$ cat config.mk
export PLATFORM = sky130hd
export DESIGN_NAME = regfile_fwd_sb
export DESIGN_NICKNAME = d
export VERILOG_FILES = /design/src/rtl/regfile_fwd_sb_pkg.sv /design/src/rtl/regfile_fwd_sb_read_port.sv /design/src/rtl/regfile_fwd_sb.sv
export SDC_FILE = /design/constraint.sdc
export NUM_CORES = 2
export LEC_CHECK = 0
export BUFFER_PORTS_ARGS = -buffer_cell sky130_fd_sc_hd__buf_4
export CORE_UTILIZATION = 46
export DETAILED_ROUTE_END_ITERATION = 7
export PLACE_DENSITY_LB_ADDON = 0.1
export SETUP_SLACK_MARGIN = 0.2
export SLEW_MARGIN = 15
export SYNTH_ARGS = -nofsm -noshare
export SYNTH_HDL_FRONTEND = slang
export SYNTH_HIERARCHICAL = 1
export SYNTH_SLANG_ARGS = --single-unit
export TNS_END_PERCENT = 5
$ cat constraint.sdc
create_clock -name clk -period 83.2 [get_ports clk]
set_clock_uncertainty 0.15 [all_clocks]
set_input_delay 4.16 -clock clk [delete_from_list [all_inputs] [get_ports clk]]
set_output_delay 4.16 -clock clk [all_outputs]
set_load 0.05 [all_outputs]
$ cat src/rtl/regfile_fwd_sb_pkg.sv
// Shared core definitions for the forwarding register file and scoreboard:
// default widths and the per-port forward-select encoding.
package regfile_fwd_sb_pkg;

  localparam int XLEN_DEF  = 32;
  localparam int NREGS_DEF = 32;

  // Source chosen for one read port, listed in decreasing priority
  typedef enum logic [1:0] {
    FWD_ZERO = 2'd0,
    FWD_EX   = 2'd1,
    FWD_WB   = 2'd2,
    FWD_RF   = 2'd3
  } fwd_sel_e;

endpackage

$ cat src/rtl/regfile_fwd_sb_read_port.sv
// One decode read port: x0 check, EX/WB bypass selection and the hazard term
// that feeds the decode stall.
module rf_read_port
  import regfile_fwd_sb_pkg::*;
#(
  parameter int XLEN = XLEN_DEF,
  parameter int AW   = 5
) (
  input  logic [AW-1:0]   ra,
  input  logic [XLEN-1:0] rf_data,
  input  logic            pend_bit,
  input  logic            ex_we,
  input  logic [AW-1:0]   ex_rd,
  input  logic [XLEN-1:0] ex_val,
  input  logic            ex_val_ok,
  input  logic            wb_we,
  input  logic [AW-1:0]   wb_rd,
  input  logic [XLEN-1:0] wb_val,
  output logic [XLEN-1:0] rs,
  output logic            hazard
);

  logic     ra_nz_s;
  logic     ex_match_s;
  logic     wb_match_s;
  fwd_sel_e sel_s;

  assign ra_nz_s    = (ra != {AW{1'b0}});
  assign ex_match_s = ex_we && (ex_rd == ra);
  assign wb_match_s = wb_we && (wb_rd == ra);

  // Priority select: x0, ready EX result, WB result, then the array
  always_comb begin
    sel_s = FWD_RF;
    if (!ra_nz_s) begin
      sel_s = FWD_ZERO;
    end else if (ex_match_s && ex_val_ok) begin
      sel_s = FWD_EX;
    end else if (wb_match_s) begin
      sel_s = FWD_WB;
    end else begin
      sel_s = FWD_RF;
    end
  end

  // Data mux driven by the select
  always_comb begin
    rs = {XLEN{1'b0}};
    case (sel_s)
      FWD_ZERO: rs = {XLEN{1'b0}};
      FWD_EX:   rs = ex_val;
      FWD_WB:   rs = wb_val;
      FWD_RF:   rs = rf_data;
      default:  rs = {XLEN{1'b0}};
    endcase
  end

  // A pending load is satisfied by a same-cycle writeback; an EX result not yet ready is not
  assign hazard = ra_nz_s &&
                  ((pend_bit && !wb_match_s) || (ex_match_s && !ex_val_ok));

endmodule

$ cat src/rtl/regfile_fwd_sb.sv
// Register file with EX/WB forwarding and a long-latency scoreboard that
// stalls decode while a source register is still waiting on its result.
module regfile_fwd_sb
  import regfile_fwd_sb_pkg::*;
#(
  parameter int  XLEN  = XLEN_DEF,
  parameter int  NREGS = NREGS_DEF,
  parameter int  NRD   = 2,
  localparam int AW    = $clog2(NREGS)
) (
  input  logic              clk,
  input  logic              rst,
  input  logic              rd_valid,
  input  logic [NRD*AW-1:0] ra,
  output logic [NRD*XLEN-1:0] rs,
  input  logic              ex_we,
  input  logic [AW-1:0]     ex_rd,
  input  logic [XLEN-1:0]   ex_val,
  input  logic              ex_val_ok,
  input  logic              wb_we,
  input  logic [AW-1:0]     wb_rd,
  input  logic [XLEN-1:0]   wb_val,
  input  logic              issue_we,
  input  logic [AW-1:0]     issue_rd,
  input  logic              issue_long,
  input  logic              flush,
  output logic              stall,
  output logic [AW:0]       pend_cnt
);

  localparam int             CW      = AW + 1;
  localparam logic [CW-1:0]  CNT_MAX = CW'(NREGS - 1);

  logic [XLEN-1:0]  regs_r [NREGS];
  logic [NREGS-1:0] pend_r;
  logic [CW-1:0]    cnt_r;

  logic [NRD-1:0]   hazard_s;
  logic             stall_s;
  logic             set_s;
  logic             inc_s;
  logic             dec_s;
  logic [NREGS-1:0] set_mask_s;
  logic [NREGS-1:0] clr_mask_s;
  logic [NREGS-1:0] pend_nxt_s;
  logic [CW-1:0]    cnt_nxt_s;

  for (genvar i = 0; i < NRD; i++) begin : g_port
    logic [AW-1:0] ra_s;
    assign ra_s = ra[i*AW +: AW];

    rf_read_port #(
      .XLEN (XLEN),
      .AW   (AW)
    ) u_port (
      .ra        (ra_s),
      .rf_data   (regs_r[ra_s]),
      .pend_bit  (pend_r[ra_s]),
      .ex_we     (ex_we),
      .ex_rd     (ex_rd),
      .ex_val    (ex_val),
      .ex_val_ok (ex_val_ok),
      .wb_we     (wb_we),
      .wb_rd     (wb_rd),
      .wb_val    (wb_val),
      .rs        (rs[i*XLEN +: XLEN]),
      .hazard    (hazard_s[i])
    );
  end

  assign stall_s = rd_valid && !flush && (|hazard_s);
  assign stall   = stall_s;
  assign pend_cnt = cnt_r;

  // An issue is only accepted when decode is actually advancing
  assign set_s = issue_we && issue_long && (issue_rd != {AW{1'b0}}) && !stall_s && !flush;

  // Counter deltas follow real bit transitions so the count tracks the popcount
  assign inc_s = set_s && !pend_r[issue_rd];
  assign dec_s = wb_we && pend_r[wb_rd] && !(set_s && (issue_rd == wb_rd));

  // Next scoreboard: clear first so a same-register set wins; x0 never pends
  always_comb begin
    set_mask_s = {NREGS{1'b0}};
    clr_mask_s = {NREGS{1'b0}};
    pend_nxt_s = {NREGS{1'b0}};
    if (set_s) begin
      set_mask_s = NREGS'(1) << issue_rd;
    end else begin
      set_mask_s = {NREGS{1'b0}};
    end
    if (wb_we) begin
      clr_mask_s = NREGS'(1) << wb_rd;
    end else begin
      clr_mask_s = {NREGS{1'b0}};
    end
    if (flush) begin
      pend_nxt_s = {NREGS{1'b0}};
    end else begin
      pend_nxt_s = ((pend_r & ~clr_mask_s) | set_mask_s) & ~(NREGS'(1));
    end
  end

  // Next pending count, saturating at both ends
  always_comb begin
    cnt_nxt_s = cnt_r;
    if (flush) begin
      cnt_nxt_s = {CW{1'b0}};
    end else if (inc_s && !dec_s && (cnt_r != CNT_MAX)) begin
      cnt_nxt_s = cnt_r + CW'(1);
    end else if (dec_s && !inc_s && (cnt_r != {CW{1'b0}})) begin
      cnt_nxt_s = cnt_r - CW'(1);
    end else begin
      cnt_nxt_s = cnt_r;
    end
  end

  // Architectural register array; writes to x0 are dropped
  always_ff @(posedge clk or posedge rst) begin
    if (rst) begin
      for (int r = 0; r < NREGS; r++) begin
        regs_r[r] <= {XLEN{1'b0}};
      end
    end else if (wb_we && (wb_rd != {AW{1'b0}})) begin
      regs_r[wb_rd] <= wb_val;
    end
  end

  // Scoreboard bits and pending count
  always_ff @(posedge clk or posedge rst) begin
    if (rst) begin
      pend_r <= {NREGS{1'b0}};
      cnt_r  <= {CW{1'b0}};
    end else begin
      pend_r <= pend_nxt_s;
      cnt_r  <= cnt_nxt_s;
    end
  end

endmodule

==> metrics.txt <==
status finished clean; CP max FO 96; Required @ worst endpoint 78.89 ns; Max IR drop VDD 0.0180 mV; CTS buffer count 121; DRT iter0 DRCs 4,185; vias post-DR 38,300; Synth top area share 45.0%; sequential area share after synthesis 45.0%; CTS-repair resized insts 0; Worst Hold Class reg -> reg; critical path cell sequence buf_8 > buf_12 > xnor2_4 > buf_4 > nand2_2 > o21ai_0 > a21oi_1 > o21ai_0 > nor2_1 > buf_4; clock-pin slew on the worst setup and hold paths 0.06 ns; hold slack 0.247 ns; Flop pwr share 42.4%; CP max-delay cell nand2_2; CTS Buffer Depth 3; Gate Count Post-Synth 3,817; met2 WL 91,400 um; layout cells sized above 1 58.3%; drt via density 6.98; combinational power share 24.2%; area fraction in compound gates after synthesis 2.60%; CP Data Arrival Time 8.61 ns; Die H 360 um; Max Slew Vio Count 0; largest net degree at the start of global routing 167; Post-synth EDFFs 0; YS warnings 6; Final Hold Fails 0; CTS sink count 1,061; clock share of power 33.4%; synth top area cells dfrtp_1 45%, mux4_2 25%, mux2_2 20%; largest family of logic cells by synthesized area multiplexers; Startpoint Class primary input; maxcap violations 0; post-synthesis cell area 59,100 um2; H-tree Lvls 3; Initial Util 46.3%; total track usage 31.5%; Setup Buffers After CTS 0; mux cell area share after synthesis 46.0%; hpwl dp 114,000 um; ANT nets after route 0; Most used DFF post-synth dfrtp_1; first-pass GRT wire length 295,000 um; GR Overflow Total 0; setup violators final 0; Worst path max stage delay 0.77 ns; Worst Tran Pin Value 1.17 ns; syn_nets 3,921; sw power 0.000470 W; post-synthesis async set-or-reset flop share 100%; RSZ-0062 raised after global routing no; row count 131; final core utilization 51.3%; # nets final 3,823; DRC 0; Detailed Routing Iterations Pass 1 6; PortBufs 168; initial antenna violation count 8; Met1 Routed Length 82,400 um; adder-cell share of the synthesized area 0.140%; Leak 27.4 nW; Met3 Routed Length 20,000 um; hold buffer count at CTS 0; XOR/XNOR Fraction of Synth Area 0.426%; CTS tree done; Distinct cells, synth 58; setup TNS 0 ns; Synth Area in Simple Gates 2.67%; CP Capture Type output pin; chip width 360 um; die footprint 130,000 um2; Core Area 128,000 um2; clk root buf clkbuf_16; mean post-synth cell area 15.5 um2; PwrDens 24.5 nW/um2; Tmin final 12.92 ns; fin crit share 15.5%; Max Used Layer met5; maximum clock rate 77.4 MHz; vias in the first global route 40,700; Clock Latency Late Sink 0.73 ns; Area Overhead vs Synth 10.8%; num ports 169; placer congestion estimate 0.877; final WL 202,000 um; synthesized flop and latch total 1,061; post-synth top area cell dfrtp_1; switching share of power 29.3%; Worst Path Class, Setup in -> out; Rel. slew slack 22.2%; WL/cell 36.9 um; P_int 0.00113 W
-- cells in the mapped netlist (all sizes together) (2+ instances only) --
| cell type | count |
|---|---|
| xnor2 | 25 |
| nand2 | 35 |
| nor2 | 54 |
| clkbuf | 332 |
| a21oi | 23 |
| or3 | 2 |
| and3 | 3 |
| xor2 | 2 |
| a22oi | 11 |
| o21ai | 77 |
| dfrtp | 1061 |
| o31ai | 3 |
| a31oi | 3 |
| and4 | 4 |
| mux4 | 669 |
| a21o | 2 |
| or4 | 3 |
| nand3 | 25 |
| mux2i | 10 |
| nand3b | 3 |
| a211oi | 13 |
| nor2b | 16 |
| nand4b | 6 |
| a311oi | 52 |
| buf | 132 |
| mux2 | 1063 |
| a32oi | 4 |
| ha | 5 |
| nand2b | 2 |
| and2 | 5 |
| or2 | 4 |
| nor3 | 72 |
| nand4 | 63 |
| o22a | 12 |
| inv | 10 |
-- registers in the layout, summed over array words and instances, names as in the netlist --
register,count
regs_r,1024
pend_r,31
pend_cnt,6
-- metrics by stage --
stage	std cells	worst slack (ns)	instance area, um2	total power [W]
finish	5485	70.28	65400	0.00160
CTS	5483	70.26	65400	0.00161
global route	5484	69.95	65400	0.00167
floorplan	3817	49.02	59100	0.000957
detailed placement	5258	70.26	61500	0.00107
global placement	5258	70.29	61500	0.00105
-- path summary, 6_finish.rpt --
check | start | to | slack [ns] | depth (start not counted)
worst min register to register | regs_r[1002]$_DFFE_PP0P_ | regs_r[1002]$_DFFE_PP0P_ | 0.25 | 0
worst max register to register | pend_r[1]$_DFF_PP0_ | pend_cnt[5]$_DFFE_PP0P_ | 77.38 | 19
min in group asynchronous | rst | regs_r[714]$_DFFE_PP0P_ | 3.39 | 2
worst max-delay path | ra[0] | stall | 70.28 | 10
max in group asynchronous | rst | regs_r[570]$_DFFE_PP0P_ | 75.78 | 6
worst min-delay path | regs_r[1002]$_DFFE_PP0P_ | regs_r[1002]$_DFFE_PP0P_ | 0.25 | 0
-- power by group through the flow --
stage                     logic, W  registers (W)  clock network (W)
after floorplan           0.000292       0.000665                  0
after global placement    0.000376       0.000674                  0
after detailed placement  0.000386       0.000686                  0
after CTS                 0.000387       0.000677           0.000546
after global routing      0.000408       0.000692           0.000568
final                     0.000387       0.000680           0.000535
-- layer usage --
layer  vias up  track usage [%]
met5         -                0
met4         4             12.2
met3       456             8.99
met2      2006             47.2
met1     21000             43.7
li1      14800                -
-- critical path, delay by kind of cell --
kind                   cells  cell delay (ns)
buffers and inverters      4             2.13
AO/OA/AOI/OAI              3             1.01
AND/OR/NAND/NOR            2             0.88
XOR/XNOR                   1             0.18
-- layout by cell type, fill, tap and decap left out, types with 31 or more instances in the layout --
cell type / netlist / routed
buf_4: 10 / 231
clkbuf_1: 330 / 34
clkbuf_16: 0 / 123
clkinv_2: 0 / 31
dfrtp_1: 1061 / 1061
mux2_2: 1062 / 1062
mux4_2: 663 / 663
nand4_1: 63 / 63
nor2_1: 52 / 36
nor3_1: 72 / 72
o21ai_0: 77 / 77
-- kinds of logic after synthesis --
group,after synthesis
multiplexers,1742
AND/OR/NAND/NOR,300
XOR/XNOR,27
flip-flops,1061
AO/OA/AOI/OAI,207
adder cells (fa/ha/maj),6
buffers and inverters,474
-- layout make-up --
| type | instances | area, um2 |
|---|---|---|
| repair buffers | 243 | 1930 |
| well taps | 1662 | 2080 |
| flip-flops and latches | 1061 | 26600 |
| inverters | 10 | 45.0 |
| clock inverters | 46 | 440 |
| diodes | 2 | 5.00 |
| multi-input cells | 2282 | 30900 |
| clock buffers | 179 | 3510 |
| fillers | 10500 | 62100 |
(Power assumes the default switching activity.)
